`src/rtl/cp0_exc_unit.sv`:
```
// CP0 register file and exception controller for the 5-stage MIPS core.
// Prioritises commit-stage exceptions and interrupts, and drives PC redirect and pipeline flush.
module cp0_exc_unit #(
    parameter int               WIDTH      = 32,
    parameter logic [WIDTH-1:0] EXC_VECTOR = 32'hbfc00380
) (
    input  logic             clk,
    input  logic             rst,
    input  logic [5:0]       hw_int,
    input  logic             mtc0_we,
    input  logic [4:0]       waddr,
    input  logic [WIDTH-1:0] wdata,
    input  logic [4:0]       raddr,
    output logic [WIDTH-1:0] rdata,
    input  logic             inst_valid,
    input  logic [WIDTH-1:0] pc_i,
    input  logic             in_delayslot,
    input  logic [WIDTH-1:0] bad_addr,
    input  logic             exc_adel_if,
    input  logic             exc_ri,
    input  logic             exc_ov,
    input  logic             exc_sys,
    input  logic             exc_bp,
    input  logic             exc_adel_ld,
    input  logic             exc_ades,
    input  logic             eret_i,
    output logic             exception,
    output logic             eret_o,
    output logic             flush,
    output logic [WIDTH-1:0] new_pc,
    output logic [WIDTH-1:0] epc_o
);

    localparam logic [4:0] REG_BADVADDR = 5'd8;
    localparam logic [4:0] REG_COUNT    = 5'd9;
    localparam logic [4:0] REG_COMPARE  = 5'd11;
    localparam logic [4:0] REG_STATUS   = 5'd12;
    localparam logic [4:0] REG_CAUSE    = 5'd13;
    localparam logic [4:0] REG_EPC      = 5'd14;

    localparam logic [4:0] CODE_INT  = 5'd0;
    localparam logic [4:0] CODE_ADEL = 5'd4;
    localparam logic [4:0] CODE_ADES = 5'd5;
    localparam logic [4:0] CODE_SYS  = 5'd8;
    localparam logic [4:0] CODE_BP   = 5'd9;
    localparam logic [4:0] CODE_RI   = 5'd10;
    localparam logic [4:0] CODE_OV   = 5'd12;

    logic [WIDTH-1:0] badvaddr_reg;
    logic [WIDTH-1:0] count_reg;
    logic [WIDTH-1:0] compare_reg;
    logic [WIDTH-1:0] epc_reg;
    logic             tick_reg;
    logic [7:0]       im_reg;
    logic             exl_reg;
    logic             ie_reg;
    logic             bd_reg;
    logic             ti_reg;
    logic [5:0]       ip_hw_reg;
    logic [1:0]       ip_sw_reg;
    logic [4:0]       exccode_reg;

    logic [5:0]       ip_hw_next;
    logic [7:0]       ip;
    logic             int_pending;
    logic             exc_sync;
    logic [4:0]       exc_code;
    logic             bad_from_pc;
    logic             bad_from_addr;
    logic             wr;
    logic             wr_count;
    logic             wr_compare;
    logic             wr_status;
    logic             wr_cause;
    logic             wr_epc;
    logic [31:0]      status_val;
    logic [31:0]      cause_val;

    // The timer interrupt is merged onto hardware line 5 before sampling.
    assign ip_hw_next[5] = hw_int[5] | ti_reg;
    generate
        for (genvar gi = 0; gi < 5; gi++) begin : g_ip_hw
            assign ip_hw_next[gi] = hw_int[gi];
        end
    endgenerate

    assign ip          = {ip_hw_reg, ip_sw_reg};
    assign int_pending = ie_reg & ~exl_reg & (|(ip & im_reg));

    always_comb begin
        exc_code      = CODE_INT;
        exc_sync      = 1'b0;
        bad_from_pc   = 1'b0;
        bad_from_addr = 1'b0;
        if (int_pending) begin
            exc_code = CODE_INT;
        end else if (inst_valid) begin
            if (exc_adel_if) begin
                exc_code    = CODE_ADEL;
                exc_sync    = 1'b1;
                bad_from_pc = 1'b1;
            end else if (exc_ri) begin
                exc_code = CODE_RI;
                exc_sync = 1'b1;
            end else if (exc_ov) begin
                exc_code = CODE_OV;
                exc_sync = 1'b1;
            end else if (exc_sys) begin
                exc_code = CODE_SYS;
                exc_sync = 1'b1;
            end else if (exc_bp) begin
                exc_code = CODE_BP;
                exc_sync = 1'b1;
            end else if (exc_adel_ld) begin
                exc_code      = CODE_ADEL;
                exc_sync      = 1'b1;
                bad_from_addr = 1'b1;
            end else if (exc_ades) begin
                exc_code      = CODE_ADES;
                exc_sync      = 1'b1;
                bad_from_addr = 1'b1;
            end
        end
    end

    assign exception = int_pending | exc_sync;
    assign eret_o    = inst_valid & eret_i & ~exception;
    assign flush     = exception | eret_o;
    assign new_pc    = exception ? EXC_VECTOR : epc_reg;
    assign epc_o     = epc_reg;

    // A faulting instruction never commits its MTC0; ERET also blocks a same-cycle EPC write.
    assign wr         = mtc0_we & ~exception;
    assign wr_count   = wr && (waddr == REG_COUNT);
    assign wr_compare = wr && (waddr == REG_COMPARE);
    assign wr_status  = wr && (waddr == REG_STATUS);
    assign wr_cause   = wr && (waddr == REG_CAUSE);
    assign wr_epc     = wr && (waddr == REG_EPC) && !eret_o;

    assign status_val = {9'd0, 1'b1, 6'd0, im_reg, 6'd0, exl_reg, ie_reg};
    assign cause_val  = {bd_reg, ti_reg, 14'd0, ip, 1'b0, exccode_reg, 2'b00};

    always_comb begin
        rdata = '0;
        case (raddr)
            REG_BADVADDR: rdata = badvaddr_reg;
            REG_COUNT:    rdata = count_reg;
            REG_COMPARE:  rdata = compare_reg;
            REG_STATUS:   rdata = status_val;
            REG_CAUSE:    rdata = cause_val;
            REG_EPC:      rdata = epc_reg;
            default:      rdata = '0;
        endcase
    end

    always_ff @(posedge clk or negedge rst) begin
        if (!rst) begin
            badvaddr_reg <= '0;
            count_reg    <= '0;
            compare_reg  <= '0;
            epc_reg      <= '0;
            tick_reg     <= 1'b0;
            im_reg       <= '0;
            exl_reg      <= 1'b0;
            ie_reg       <= 1'b0;
            bd_reg       <= 1'b0;
            ti_reg       <= 1'b0;
            ip_hw_reg    <= '0;
            ip_sw_reg    <= '0;
            exccode_reg  <= '0;
        end else begin
            tick_reg  <= ~tick_reg;
            ip_hw_reg <= ip_hw_next;

            if (wr_count)
                count_reg <= wdata;
            else
                count_reg <= count_reg + {{(WIDTH-1){1'b0}}, tick_reg};

            if (wr_compare)
                compare_reg <= wdata;

            if (wr_compare)
                ti_reg <= 1'b0;
            else if ((count_reg == compare_reg) && (compare_reg != '0))
                ti_reg <= 1'b1;

            if (wr_cause)
                ip_sw_reg <= wdata[9:8];

            if (exception) begin
                exl_reg     <= 1'b1;
                exccode_reg <= exc_code;
                // Nested exceptions keep the original return address.
                if (!exl_reg) begin
                    epc_reg <= in_delayslot ? (pc_i - WIDTH'(4)) : pc_i;
                    bd_reg  <= in_delayslot;
                end
                if (bad_from_pc)
                    badvaddr_reg <= pc_i;
                else if (bad_from_addr)
                    badvaddr_reg <= bad_addr;
            end else begin
                if (wr_status) begin
                    im_reg  <= wdata[15:8];
                    exl_reg <= wdata[1];
                    ie_reg  <= wdata[0];
                end
                if (eret_o)
                    exl_reg <= 1'b0;
                if (wr_epc)
                    epc_reg <= wdata;
            end
        end
    end

endmodule

```
`config.mk`:
```
export PLATFORM = sky130hd
export DESIGN_NAME = cp0_exc_unit
export DESIGN_NICKNAME = d
export VERILOG_FILES = /design/src/rtl/cp0_exc_unit.sv
export SDC_FILE = /design/constraint.sdc
export NUM_CORES = 1
export LEC_CHECK = 0
export BUFFER_PORTS_ARGS = -buffer_cell sky130_fd_sc_hd__buf_2
export CAP_MARGIN = 15
export CORE_MARGIN = 5
export CORE_UTILIZATION = 45
export DETAILED_ROUTE_END_ITERATION = 10
export HOLD_SLACK_MARGIN = 0.06
export PLACE_DENSITY = 0.69
export SETUP_SLACK_MARGIN = 0.2
export SYNTH_ARGS = -nofsm -noshare
export SYNTH_HDL_FRONTEND = slang
export SYNTH_SLANG_ARGS = --single-unit
export TNS_END_PERCENT = 10
```
`constraint.sdc`:
```
create_clock -name clk -period 3.34 [get_ports clk]
set_input_delay 0.668 -clock clk [delete_from_list [all_inputs] [get_ports clk]]
set_output_delay 0.668 -clock clk [all_outputs]
set_load 0.005 [all_outputs]
```
After elaboration in Yosys (flattened, before gate mapping) --
Cells that the tools add are included.
Word-level totals: register bits after elaboration 154, bits of input ports 125, output and inout bits 99, word-level logic and storage cells 100
Cells by class: add/sub/neg operators 2, equal/unequal tests 13, mux-type cells 42, bitwise logic cells 12, reduce and logical (&&, ||, !) cells 18
Operators by type and width (number):
- $mux W32 | 8
- $pmux W32 S6 | 1
- $eq A5 B4 Y1 const B | 11
- $add A32 B1 Y32 | 1
- $eq A32 B32 Y1 | 1
- $reduce_bool A32 Y1 | 1
- $sub A32 B3 Y32 const B | 1
- $mux W4 | 7
- $mux W1 | 24
- $and A8 B8 Y8 | 1
- $reduce_and A2 Y1 | 4
- $reduce_or A8 Y1 | 1
- $logic_and A1 B1 Y1 | 7
- $mux W3 | 2
- $reduce_bool A2 Y1 | 3
- $and A1 B1 Y1 | 5
- $not A1 Y1 | 3
- $or A1 B1 Y1 | 3
- $reduce_bool A3 Y1 | 1
- $ne A2 B2 Y1 const B | 1
- $logic_not A1 Y1 | 1

Logic depth before layout (Yosys ltp) --
depth after elaboration 16, gate-level depth with buffers 9, mapped depth without buffers 7

Worst setup path before layout --
OpenSTA, ideal clock, no wires.
path type input to output, start point input port exc_adel_if, end point output port new_pc[22], arrival 2.150 ns, data required time 2.672 ns, setup slack 0.522 ns, stages 6, buffers on the path 3, path through buf_2 -> or3_1 -> o21a_2 -> buf_6 -> clkbuf_1 -> or3_1
Between the ends: longest elaborated chain between the ends 5
Ends and longest elaborated chain:
- from (decl) | RTL line 19 | input logic exc_adel_if,
- $mux W1 | RTL line 98 | if (exc_adel_if) begin
- $mux W1 | RTL line 97 | end else if (inst_valid) begin
- $mux W1 | RTL line 95 | if (int_pending) begin
- $or A1 B1 Y1 | RTL line 126 | assign exception = int_pending | exc_sync;
- $mux W32 | RTL line 129 | assign new_pc = exception ? EXC_VECTOR : epc_reg;
- to (decl) | RTL line 30 | output logic [WIDTH-1:0] new_pc,
No other way between the ends.

Worst setup path after layout --
start point input port exc_ri, end point output port new_pc[2]
Between the ends: longest elaborated chain between the ends 6
Ends and longest elaborated chain:
- from (decl) | RTL line 20 | input logic exc_ri,
- $mux W1 | RTL line 102 | end else if (exc_ri) begin
- $mux W1 | RTL line 98
- $mux W1 | RTL line 97
- $mux W1 | RTL line 95
- $or A1 B1 Y1 | RTL line 126
- $mux W32 | RTL line 129
No other way between the ends.

==> impl_metrics.py <==
metrics = {
    "sta": {
        "setup_viol": 0,
        "hold_viol_final": 0,
        "fin_skew_ps": 12.5,
        "worst_pin_slew_ps": 776,
        "maxSlewViolCount": 0,
        "period_share": 0.898,
        "setup_tns_ps": 0,
        "period_needed_ps": 3000,
        "slew-limit-headroom": 0.482,
        "rsz0062_at_grt": "no",
        "max_freq_mhz": 333,
    },
    "worst_setup_path": {
        "crit_type": "in -> out",
        "cpPeakStageDelay_ps": 560,
        "cp.arrival_ps": 2330,
        "path_max_fanout": 30,
        "worstPathRequired_ps": 2670,
        "worstSetupEndpointType": "primary output",
        "cp_slowest_cell": "or4_4",
        "startpoint_type": "primary input",
        "path_common_cell": "buf_2",
        "crit_path_cell_trace": "buf_2, or4_4, o21a_4, nor2_4, buf_12, and2_1, buf_2",
    },
    "route": {
        "via_per_inst": 6.03,
        "drtIter0Drc": 1072,
        "firstDrtPassIters": 6,
        "via_count": 8554,
        "routed_wl_microns": 33100,
        "drc": 0,
        "postRouteAntennaNets": 0,
        "avgRoutedWirePerCell_microns": 23.3,
    },
    "pwr": {
        "pwr-share-seq": 0.459,
        "p_switching_w": 0.00225,
        "powerDensity_nw_per_um2": 582,
        "vdd_ir_drop_max_uv": 316,
        "pwr-share-clk": 0.325,
        "p_int_w": 0.00418,
        "switching_share": 0.350,
        "total_power_w": 0.00644,
        "pwr-share-comb": 0.216,
        "power.leakage_nw": 4.98,
    },
    "cts": {
        "cts_root_buf": "clkbuf_16",
        "hold_buffers": 0,
        "insertion_delay_ps": 440,
        "cts_tree": "done",
        "clk_path_buf_depth": 2,
        "htreeDepth": 4,
        "cts_buffers": 17,
        "path_clk_slew_ps": 70,
        "clock_sinks": 153,
    },
    "floorplanning": {
        "die-area_sq_um": 22900,
        "std_cell_rows": 51,
        "dieWidth_microns": 151,
        "io_pins": 224,
        "core-area_sq_um": 19600,
        "dieHeight_microns": 151,
        "start_util": 0.460,
    },
    "logic_synthesis": {
        "syn_area_sq_um": 9000,
        "netlist_instances": 944,
        "syn_nets": 1072,
        "seq_area_frac_synth": 0.425,
        "synthTopCellsByCount": "153 x dfrtp_1, 84 x nand2_1, 79 x a22oi_1, 58 x xor2_1, 55 x nor2_1",
        "ys_top_cells_by_area": "dfrtp_1 43%, a22oi_1 6.6%, mux2_2 6.1%, xor2_1 5.6%, mux2i_1 3.6%",
        "ys_async_sr_fraction": 1.00,
        "yosysTopAreaCellShare": 0.425,
        "ys.flop_type": "dfrtp_1",
        "synth_top_area_cell": "dfrtp_1",
        "yosys_warnings": 0,
        "syn_avg_cell_area_sq_um": 9.54,
        "synth_most_common_cell": "dfrtp_1",
        "synthDistinctLibCells": 62,
        "synth-edff-count": 0,
        "synth_seq_cells": 153,
    },
    "global_route": {
        "grt_max_degree": 81,
        "first_global_vias": 8142,
        "grt_pass1_wl_microns": 49400,
        "grtUsageTotal": 0.290,
        "grt_antenna_before_repair": 0,
        "grt-ovfl-total": 0,
    },
    "flow_run": {
        "maxCapViolations": 0,
    },
    "place": {
        "gp_congestion": 0.949,
        "hpwl_microns": 25100,
        "numPortBuffers": 223,
    },
    "finish": {
        "final_layout_size_suffix_gt1_frac": 0.302,
        "syn2layout_area_growth_pct": 22.9,
        "antenna_cells": 0,
        "fin_nets": 1269,
    },
    "hold_path": {
        "min_path_type": "in -> async",
    },
    "status": {
        "status": "finished clean",
    },
}
placed cells by master, fill, tap and decap left out, types with 7 or more instances in the layout:
| master | netlist | routed |
|---|---|---|
| nand2_1 | 84 | 84 |
| clkinv_4 | 0 | 7 |
| mux2i_1 | 32 | 32 |
| nand4_1 | 19 | 19 |
| or3_1 | 22 | 22 |
| inv_1 | 11 | 11 |
| xnor2_1 | 24 | 24 |
| and2_1 | 23 | 23 |
| or4_1 | 7 | 7 |
| nor4_1 | 29 | 26 |
| xor2_1 | 58 | 58 |
| a222oi_1 | 9 | 9 |
| a21oi_1 | 48 | 48 |
| o21ai_0 | 48 | 48 |
| buf_4 | 1 | 17 |
| mux2_2 | 49 | 49 |
| clkbuf_16 | 0 | 17 |
| nand3_1 | 26 | 26 |
| nor3_1 | 23 | 20 |
| buf_2 | 15 | 222 |
| a22oi_1 | 79 | 79 |
| nor2_1 | 55 | 55 |
| dfrtp_1 | 153 | 153 |
worst max-delay path: cells and delay by family:
family,cells,cell delay (ps)
and+or+nand+nor,3,890
buffers and inverters,3,420
AOI/OAI and AO/OA,1,340
power groups by stage:
stage / registers, W / clock network, W / logic, W
floorplan: 0.00259 / 0 / 0.000930
global placement: 0.00294 / 0 / 0.00135
detailed placement: 0.00295 / 0 / 0.00139
CTS: 0.00292 / 0.00210 / 0.00140
global route: 0.00299 / 0.00220 / 0.00155
finish: 0.00295 / 0.00209 / 0.00139
logic make-up (layout without fill, tap and decap cells):
kind of cell / count (synthesis) / in the layout / synth area share
AND/OR/NAND/NOR: 328 / 328 / 0.195
buffers and inverters: 77 / 287 / 0.0371
XOR/XNOR: 82 / 82 / 0.0798
adder cells (fa/ha/maj): 3 / 3 / 0.00417
multiplexers: 81 / 81 / 0.0969
AO/OA/AOI/OAI: 220 / 220 / 0.162
flip-flops: 153 / 153 / 0.425
cell type report:
class | count | area, sq um
Inverter | 11 | 41.3
Clock inverter | 13 | 195
Tap cell | 265 | 332
Timing Repair Buffer | 244 | 1330
Sequential cell | 153 | 3830
Clock buffer | 19 | 433
Fill cell | 1793 | 8530
Multi-Input combinational cell | 714 | 4900
routing by layer:
metal / track usage / routed length (microns) / share of wire
met5: 0 / 0 / 0
met4: 0.0743 / 787 / 0.024
met3: 0.0730 / 3420 / 0.10
met1: 0.421 / 13800 / 0.42
met2: 0.432 / 15000 / 0.45
per-stage QoR:
step | util | cells | area (sq um) | worst slack [ps] | hold WS [ps]
2_1_floorplan | - | 944 | 9000 | 522 | 372
3_3_place_gp | 0.532 | 1387 | 10400 | 291 | 415
3_5_place_dp | 0.532 | 1387 | 10400 | 255 | 420
4_1_cts | 0.564 | 1419 | 11100 | 249 | 296
5_1_grt | 0.565 | 1419 | 11100 | 264 | 319
6_report | 0.565 | 1419 | 11100 | 339 | 262
path summary, 6_finish.rpt:
path                                startpoint                           end  slack, ps  cells after the start
setup / recovery                        exc_ri                     new_pc[2]        340                      7
max in group asynchronous                  rst          epc_o[9]$_DFFE_PN0P_       2310                      2
hold / removal                             rst  badvaddr_reg[24]$_DFFE_PN0P_        260                      1
min in group clk                     hw_int[2]        ip_hw_reg[2]$_DFF_PN0_        330                      1
setup reg to reg           exl_reg$_DFFE_PN0P_   compare_reg[31]$_DFFE_PN0P_       1020                      8
hold reg to reg             tick_reg$_DFF_PN0_            tick_reg$_DFF_PN0_        430                      1
what timing repair did:
item	in CTS	in global routing
buffers inserted	0	0
resized for setup	0	1
endpoints found under the setup margin	0	20
No activity file was read; power rests on OpenSTA's default activity.
